==> src/rtl/funcunit_pkg.sv <==
// Shared types for the pipelined function unit: function-select codes and the flag bundle.
package funcunit_pkg;

  typedef enum logic [3:0] {
    FS_TRANSFER = 4'b0000,
    FS_INC      = 4'b0001,
    FS_ADD      = 4'b0010,
    FS_ADD_INC  = 4'b0011,
    FS_ADD_NOTB = 4'b0100,
    FS_SUB      = 4'b0101,
    FS_DEC      = 4'b0110,
    FS_PASS_A   = 4'b0111,
    FS_AND      = 4'b1000,
    FS_OR       = 4'b1001,
    FS_XOR      = 4'b1010,
    FS_NOT      = 4'b1011,
    FS_MOVB     = 4'b1100,
    FS_SHR      = 4'b1101,
    FS_SHL      = 4'b1110,
    FS_LAST     = 4'b1111
  } fs_t;

  localparam logic [3:0] FS_ARITH_MAX = 4'b0111;

  typedef struct packed {
    logic v;
    logic c;
    logic n;
    logic z;
  } flags_t;

endpackage

==> src/rtl/funcunit_pipe_if.sv <==
// Operand/result handshake bundle between the register-file read stage, the unit and write-back.
interface funcunit_pipe_if #(
  parameter int unsigned WIDTH = 16
) ();
  logic             IN_VALID;
  logic             IN_READY;
  logic [3:0]       FS;
  logic [WIDTH-1:0] A;
  logic [WIDTH-1:0] B;
  logic             OUT_VALID;
  logic             OUT_READY;
  logic [WIDTH-1:0] D;
  logic             V;
  logic             C;
  logic             N;
  logic             Z;

  modport master (
    output IN_VALID, FS, A, B, OUT_READY,
    input  IN_READY, OUT_VALID, D, V, C, N, Z
  );

  modport slave (
    input  IN_VALID, FS, A, B, OUT_READY,
    output IN_READY, OUT_VALID, D, V, C, N, Z
  );
endinterface

==> src/rtl/funcunit_core.sv <==
// Combinational datapath: one of 16 operations on A/B (or the LAST value) plus V/C/N/Z flags.
module funcunit_core
  import funcunit_pkg::*;
#(
  parameter int unsigned WIDTH = 16
) (
  input  logic [3:0]       fs_i,
  input  logic [WIDTH-1:0] a_i,
  input  logic [WIDTH-1:0] b_i,
  input  logic [WIDTH-1:0] last_i,
  output logic [WIDTH-1:0] d_o,
  output flags_t           flags_o
);

  logic [WIDTH-1:0] x;
  logic             cin;
  logic [WIDTH:0]   sum;
  logic             carry_into_msb;
  logic [WIDTH-1:0] res;
  logic             res_v;
  logic             res_c;

  // Arithmetic codes select the second adder operand and carry-in from fs[2:0].
  always_comb begin
    x   = '0;
    cin = 1'b0;
    case (fs_i[2:0])
      3'b001:  cin = 1'b1;
      3'b010:  x = b_i;
      3'b011:  begin x = b_i;  cin = 1'b1; end
      3'b100:  x = ~b_i;
      3'b101:  begin x = ~b_i; cin = 1'b1; end
      3'b110:  x = '1;
      default: x = '0;
    endcase
  end

  assign sum            = {1'b0, a_i} + {1'b0, x} + {{WIDTH{1'b0}}, cin};
  assign carry_into_msb = sum[WIDTH-1] ^ a_i[WIDTH-1] ^ x[WIDTH-1];

  always_comb begin
    res   = sum[WIDTH-1:0];
    res_v = 1'b0;
    res_c = 1'b0;
    if (fs_i <= FS_ARITH_MAX) begin
      res_c = sum[WIDTH];
      res_v = carry_into_msb ^ sum[WIDTH];
    end else begin
      case (fs_t'(fs_i))
        FS_AND:  res = a_i & b_i;
        FS_OR:   res = a_i | b_i;
        FS_XOR:  res = a_i ^ b_i;
        FS_NOT:  res = ~a_i;
        FS_MOVB: res = b_i;
        FS_SHR:  begin res = {1'b0, b_i[WIDTH-1:1]}; res_c = b_i[0]; end
        FS_SHL:  begin res = {b_i[WIDTH-2:0], 1'b0}; res_c = b_i[WIDTH-1]; end
        FS_LAST: res = last_i;
        default: res = sum[WIDTH-1:0];
      endcase
    end
  end

  assign d_o       = res;
  assign flags_o.v = res_v;
  assign flags_o.c = res_c;
  assign flags_o.n = res[WIDTH-1];
  assign flags_o.z = (res == '0);

endmodule

==> src/rtl/funcunit_pipe.sv <==
// Registered function unit with valid/ready handshakes and a LAST result register.
// FUNCUNIT_PIPE2_EN adds an operand register stage (latency 2, throughput 1/cycle).
module funcunit_pipe
  import funcunit_pkg::*;
#(
  parameter int unsigned WIDTH = 16
) (
  input logic           CLK,
  input logic           RESET_N,
  funcunit_pipe_if.slave bus
);

  logic             src_valid;
  logic             src_ready;
  logic             src_take;
  logic [3:0]       src_fs;
  logic [WIDTH-1:0] src_a;
  logic [WIDTH-1:0] src_b;

  logic             out_valid_q, out_valid_d;
  logic [WIDTH-1:0] d_q, d_d;
  flags_t           flags_q, flags_d;
  logic [WIDTH-1:0] last_q, last_d;

  logic [WIDTH-1:0] core_d;
  flags_t           core_flags;

  assign src_ready = !out_valid_q | bus.OUT_READY;
  assign src_take  = src_valid & src_ready;

`ifdef FUNCUNIT_PIPE2_EN
  logic             s1_valid_q, s1_valid_d;
  logic [3:0]       s1_fs_q, s1_fs_d;
  logic [WIDTH-1:0] s1_a_q, s1_a_d;
  logic [WIDTH-1:0] s1_b_q, s1_b_d;

  assign bus.IN_READY = !s1_valid_q | src_ready;

  always_comb begin
    s1_valid_d = s1_valid_q;
    s1_fs_d    = s1_fs_q;
    s1_a_d     = s1_a_q;
    s1_b_d     = s1_b_q;
    if (bus.IN_READY) begin
      s1_valid_d = bus.IN_VALID;
      if (bus.IN_VALID) begin
        s1_fs_d = bus.FS;
        s1_a_d  = bus.A;
        s1_b_d  = bus.B;
      end
    end
  end

  always_ff @(posedge CLK) begin
    if (!RESET_N) begin
      s1_valid_q <= 1'b0;
      s1_fs_q    <= '0;
      s1_a_q     <= '0;
      s1_b_q     <= '0;
    end else begin
      s1_valid_q <= s1_valid_d;
      s1_fs_q    <= s1_fs_d;
      s1_a_q     <= s1_a_d;
      s1_b_q     <= s1_b_d;
    end
  end

  // Executing at stage-2 entry means LAST always sees the op just ahead of it.
  assign src_valid = s1_valid_q;
  assign src_fs    = s1_fs_q;
  assign src_a     = s1_a_q;
  assign src_b     = s1_b_q;
`else
  assign bus.IN_READY = src_ready;
  assign src_valid    = bus.IN_VALID;
  assign src_fs       = bus.FS;
  assign src_a        = bus.A;
  assign src_b        = bus.B;
`endif

  funcunit_core #(
    .WIDTH (WIDTH)
  ) u_core (
    .fs_i    (src_fs),
    .a_i     (src_a),
    .b_i     (src_b),
    .last_i  (last_q),
    .d_o     (core_d),
    .flags_o (core_flags)
  );

  always_comb begin
    out_valid_d = out_valid_q;
    d_d         = d_q;
    flags_d     = flags_q;
    last_d      = last_q;
    if (src_ready) begin
      out_valid_d = src_valid;
    end
    if (src_take) begin
      d_d     = core_d;
      flags_d = core_flags;
      last_d  = core_d;
    end
  end

  always_ff @(posedge CLK) begin
    if (!RESET_N) begin
      out_valid_q <= 1'b0;
      d_q         <= '0;
      flags_q     <= '0;
      last_q      <= '0;
    end else begin
      out_valid_q <= out_valid_d;
      d_q         <= d_d;
      flags_q     <= flags_d;
      last_q      <= last_d;
    end
  end

  assign bus.OUT_VALID = out_valid_q;
  assign bus.D         = d_q;
  assign bus.V         = flags_q.v;
  assign bus.C         = flags_q.c;
  assign bus.N         = flags_q.n;
  assign bus.Z         = flags_q.z;

endmodule

==> src/flat_wrapper.sv <==
// flat-port wrapper written by rule: the top's interface ports become plain ports
module funcunit_pipe_flat import funcunit_pkg::*;
#(
  parameter int unsigned WIDTH = 16
)
  (CLK, RESET_N, bus_IN_VALID, bus_FS, bus_A, bus_B, bus_OUT_READY, bus_IN_READY, bus_OUT_VALID, bus_D, bus_V, bus_C, bus_N, bus_Z);
  funcunit_pipe_if #(.WIDTH(WIDTH)) bus_i ();
  input logic CLK;
  input logic RESET_N;
  input wire logic [$bits(bus_i.IN_VALID)-1:0] bus_IN_VALID;
  input wire logic [$bits(bus_i.FS)-1:0] bus_FS;
  input wire logic [$bits(bus_i.A)-1:0] bus_A;
  input wire logic [$bits(bus_i.B)-1:0] bus_B;
  input wire logic [$bits(bus_i.OUT_READY)-1:0] bus_OUT_READY;
  output wire logic [$bits(bus_i.IN_READY)-1:0] bus_IN_READY;
  output wire logic [$bits(bus_i.OUT_VALID)-1:0] bus_OUT_VALID;
  output wire logic [$bits(bus_i.D)-1:0] bus_D;
  output wire logic [$bits(bus_i.V)-1:0] bus_V;
  output wire logic [$bits(bus_i.C)-1:0] bus_C;
  output wire logic [$bits(bus_i.N)-1:0] bus_N;
  output wire logic [$bits(bus_i.Z)-1:0] bus_Z;
  assign bus_i.IN_VALID = bus_IN_VALID;
  assign bus_i.FS = bus_FS;
  assign bus_i.A = bus_A;
  assign bus_i.B = bus_B;
  assign bus_i.OUT_READY = bus_OUT_READY;
  assign bus_IN_READY = bus_i.IN_READY;
  assign bus_OUT_VALID = bus_i.OUT_VALID;
  assign bus_D = bus_i.D;
  assign bus_V = bus_i.V;
  assign bus_C = bus_i.C;
  assign bus_N = bus_i.N;
  assign bus_Z = bus_i.Z;
  funcunit_pipe #(.WIDTH(WIDTH)) u_core (.CLK(CLK), .RESET_N(RESET_N), .bus(bus_i));
endmodule
==> config.mk <==
export PLATFORM = sky130hd
export DESIGN_NAME = funcunit_pipe_flat
export DESIGN_NICKNAME = d
export VERILOG_FILES = /design/src/rtl/funcunit_pkg.sv /design/src/rtl/funcunit_pipe_if.sv /design/src/rtl/funcunit_core.sv /design/src/rtl/funcunit_pipe.sv /design/src/flat_wrapper.sv
export SDC_FILE = /design/constraint.sdc
export NUM_CORES = 1
export LEC_CHECK = 0
export BUFFER_PORTS_ARGS = -buffer_cell sky130_fd_sc_hd__buf_2
export CORE_ASPECT_RATIO = 0.75
export CORE_MARGIN = 2
export CORE_UTILIZATION = 25
export DETAILED_ROUTE_END_ITERATION = 8
export SLEW_MARGIN = 10
export SYNTH_ARGS = -nofsm -noshare
export SYNTH_HDL_FRONTEND = slang
export SYNTH_SLANG_ARGS = --single-unit
==> constraint.sdc <==
create_clock -name CLK -period 3.8 [get_ports CLK]
set_input_delay 0.38 -clock CLK [delete_from_list [all_inputs] [get_ports CLK]]
set_output_delay 0.38 -clock CLK [all_outputs]
set_load 0.05 [all_outputs]
==> results_dict.tcl <==
set metrics [dict create \
    cp_cell_sequence "buf_2 > buf_12 > nor2_1 > a211oi_1 > ha_1 > o21ai_0 > and2_1 > o21ai_0 > a311oi_1 > nor2_1 > a2111oi_0 > nand4_1 > nor4_1 > a31o_1" \
    ys_top_cells_by_count "50 x nor2_1, 47 x ha_1, 45 x inv_1" \
    cp-start-kind "input pin" \
    clkTransAtPathRegs_ns 0.06 \
    muxShareOfSynthArea_pct 7.67 \
    path_max_fanout 64 \
    core_um2 13700 \
    num_vias 3974 \
    clk-insertion-delay-late_ns 0.25 \
    hold_depth 3 \
    r2r_start "u_core.bus.OUT_VALID$_SDFFE_PN0N_" \
    wirelength_um 12500 \
    synth_ff_type "dfxtp_1" \
    yosysTopAreaCellShare_pct 16.7 \
    critical_path_class "input pin to register" \
    synth_area_um2 3530 \
    finalClockSkew_ns 0.00733 \
    grt_pass1_vias 3636 \
    instances_no_fill 714 \
    yosysMostFrequentCell "nor2_1" \
    setup_violations 0 \
    synthAdderAreaFrac_pct 17.8 \
    multi_input_comb_area_um2 2830 \
    crit_buf_inv 2 \
    reg2reg_depth 10 \
    vias_per_cell 5.57 \
    syn-num-nets 582 \
    drive_gt1_share_pct 18.4 \
    async_reset_ff_share_pct 0 \
    fillers 1470 \
    syn_to_final_growth_pct 18.0 \
    postRouteAntennaNets 0 \
    grt_pass1_wl_um 19800 \
    cts_setup_buffers 0 \
    hold_viol 0 \
    routedWlPerCell_um 17.5 \
    synth_seq_cells 20 \
    p_switching_uw 477 \
    row_count 37 \
    die_w_um 141 \
    synth_simple_gate_area_share_pct 20.8 \
    place_ws_ns 0.172 \
    grt_max_degree 65 \
    comb_power_share_pct 52.9 \
    cts.sinks 20 \
    synth_compound_area_share_pct 30.2 \
    synth_xor_area_share_pct 2.98 \
    finalWorstSetupSlack_ns 0.383 \
    dp.final_hpwl_um 9760 \
    synth_top_family_by_area "compound AO/OA/AOI/OAI gates" \
    cts_tree "built" \
    vdd_drop_max_mv 0.186 \
    p_seq_share_pct 21.9 \
    placed_cells 710 \
    netSwitchingFraction_pct 42.0 \
    ff_latch_area_um2 400 \
    yosys.area.top_type "ha_1" \
    first_pass_iters 6 \
    n_antenna_cell 0 \
    maxSlewViolCount 0 \
    synth-seq-area-share_pct 11.4 \
    dr.first_iter.drc_count 414 \
    die_area_um2 15100 \
    start_util_pct 25.6 \
    rsz0062_at_grt "false" \
    finalInstanceArea_um2 4160 \
    remaining_drc_errors 0 \
    synth_area_leaders "ha_1 17%, dfxtp_1 11%, nor2_1 5.3%, mux2i_1 5.1%, a21oi_1 4.8%" \
    status "finished, final reports clean" \
    crit_family "compound AO/OA/AOI/OAI gates" \
    nets 629 \
    holdBufCountCts 0 \
    ys_types 71 \
    required_ns 4.00 \
    syn_area_per_cell_um2 7.15 \
    slowest_delay_ns 0.41 \
    gp_congestion 0.953 \
    cts_resized 0 \
    netlist_instances 493 \
    hold_path.class "input pin to register" \
    arrival_ns 3.62 \
    root_buffer "clkbuf_16" \
    tightest_slew_ns 1.14 \
    place_area_um2 4050 \
    timing.rr.end "u_core.bus.Z$_SDFFE_PN0P_" \
    cp.depth 14 \
    clock_power_share_pct 25.3 \
    critPathSlowestCell "a2111oi_0" \
    relSlewSlack_pct 23.7 \
    port_buffers 61 \
    max_freq_mhz 293 \
    grt_usage_pct 16.2 \
    final.period_utilization_pct 89.9 \
    internal-power_uw 659 \
    p_leak_uw 0.00192 \
    yosys_warnings 0 \
    maxCapViolCount 0 \
    cts_buffer_depth 2 \
    antenna_found_initial 0 \
    dieHeight_um 107 \
    gr-total-overflow 0 \
    crit_path_end "u_core.bus.Z$_SDFFE_PN0P_" \
    crit_path_start "bus_FS[2]" \
    cts_buffers 3 \
    fin_crit_ns 3.42 \
    end_kind "register" \
    p_per_area_nw_per_um2 273 \
    fin_setup_tns_ns 0 \
    r2r_slack_ns 1.44 \
    cts_max_level 1 \
    ios 62 \
    synth_edf_count 0 \
]
-- metrics by stage --
stage	total power, µW	utilization (%)	hold WS, ns
floorplan	679	-	0.502
global placement	843	29.5	0.450
detailed placement	843	29.5	0.450
CTS	1140	30.2	0.373
global route	1210	30.2	0.402
finish	1140	30.2	0.375
-- cell usage in the layout, fill, tap and decap left out, types with 4 or more instances in the layout --
cell / Yosys / layout
buf_4: 2 / 14
ha_1: 47 / 47
buf_2: 13 / 61
nand3_1: 11 / 11
a22oi_1: 14 / 14
a21o_1: 4 / 4
mux2_2: 6 / 6
inv_1: 45 / 44
nor2b_1: 4 / 4
a221oi_1: 5 / 5
xor2_1: 5 / 5
nor2_1: 50 / 49
a211oi_1: 8 / 8
xnor2_1: 7 / 7
o211ai_1: 5 / 5
dfxtp_1: 20 / 20
a221o_1: 5 / 5
o21ai_0: 28 / 28
o31a_1: 4 / 4
nand2_1: 39 / 39
nor3b_1: 7 / 7
o2111ai_1: 4 / 4
a31oi_1: 8 / 8
nor3_1: 7 / 7
o22ai_1: 6 / 6
and2_1: 7 / 7
mux2i_1: 18 / 18
a21oi_1: 34 / 33
nand2b_1: 5 / 4
-- power groups by stage --
| stage | combinational [µW] | clock, µW | sequential, µW |
|---|---|---|---|
| final | 600 | 287 | 248 |
| after global routing | 658 | 301 | 250 |
| after CTS | 594 | 293 | 248 |
| after detailed placement | 591 | 0 | 253 |
| after global placement | 590 | 0 | 253 |
| after floorplan | 370 | 0 | 309 |
-- state kept, by name, indices dropped and copies added (netlist names) --
register,cells
u_core.bus.C,1
u_core.bus.D,16
u_core.bus.OUT_VALID,1
u_core.bus.V,1
u_core.bus.Z,1
-- kinds of logic (layout without fill, tap and decap cells) --
family | count (synthesis) | after routing
flip-flops | 20 | 20
XOR/XNOR | 12 | 12
buffers and inverters | 80 | 126
AND/OR/NAND/NOR | 151 | 151
AO/OA/AOI/OAI | 156 | 156
adder cells (fa/ha/maj) | 49 | 49
multiplexers | 25 | 25
-- layer usage --
metal  vias up  GRT usage [%]  share of wire [%]  wire length, µm
met1      1890           24.6                 50             6230
met2       176           25.5                 42             5240
met3        18           1.47                6.4              794
met4         0           2.14                1.5              191
li1       1890              -                  -                -
met5         -              0                  0                0
-- cell type report --
type                       count  share of cell area, %
multi-input combinational    393                   68.1
clock inverter                 1                  0.722
sequential                    20                   9.63
inverter                      46                   4.15
timing repair buffer          76                   10.3
tap                          175                   5.26
clock buffer                   3                   1.81
-- how the worst min path moves through the flow --
stage	start	endpoint	slack (ns)
2_1_floorplan	RESET_N	u_core.bus.D[11]$_SDFFE_PN0P_	0.50
3_3_place_gp	u_core.bus.C$_SDFFE_PN0P_	u_core.bus.C$_SDFFE_PN0P_	0.45
3_5_place_dp	u_core.bus.C$_SDFFE_PN0P_	u_core.bus.C$_SDFFE_PN0P_	0.45
6_report	bus_IN_VALID	u_core.bus.OUT_VALID$_SDFFE_PN0N_	0.37
4_1_cts	bus_IN_VALID	u_core.bus.OUT_VALID$_SDFFE_PN0N_	0.37
5_1_grt	bus_IN_VALID	u_core.bus.OUT_VALID$_SDFFE_PN0N_	0.40
-- worst register-to-register path: stages, from the launching register on --
cell and delay [ns]:
dfxtp_1 0.31, nand2b_1 0.12, and2_1 0.14, buf_4 0.22
o2111ai_1 0.14, o21ai_1 0.20, nand4_1 0.13, nor4_1 0.44
nand4_1 0.16, nor4_1 0.32, a31o_1 0.14
Power figures use the tool's default switching activity.
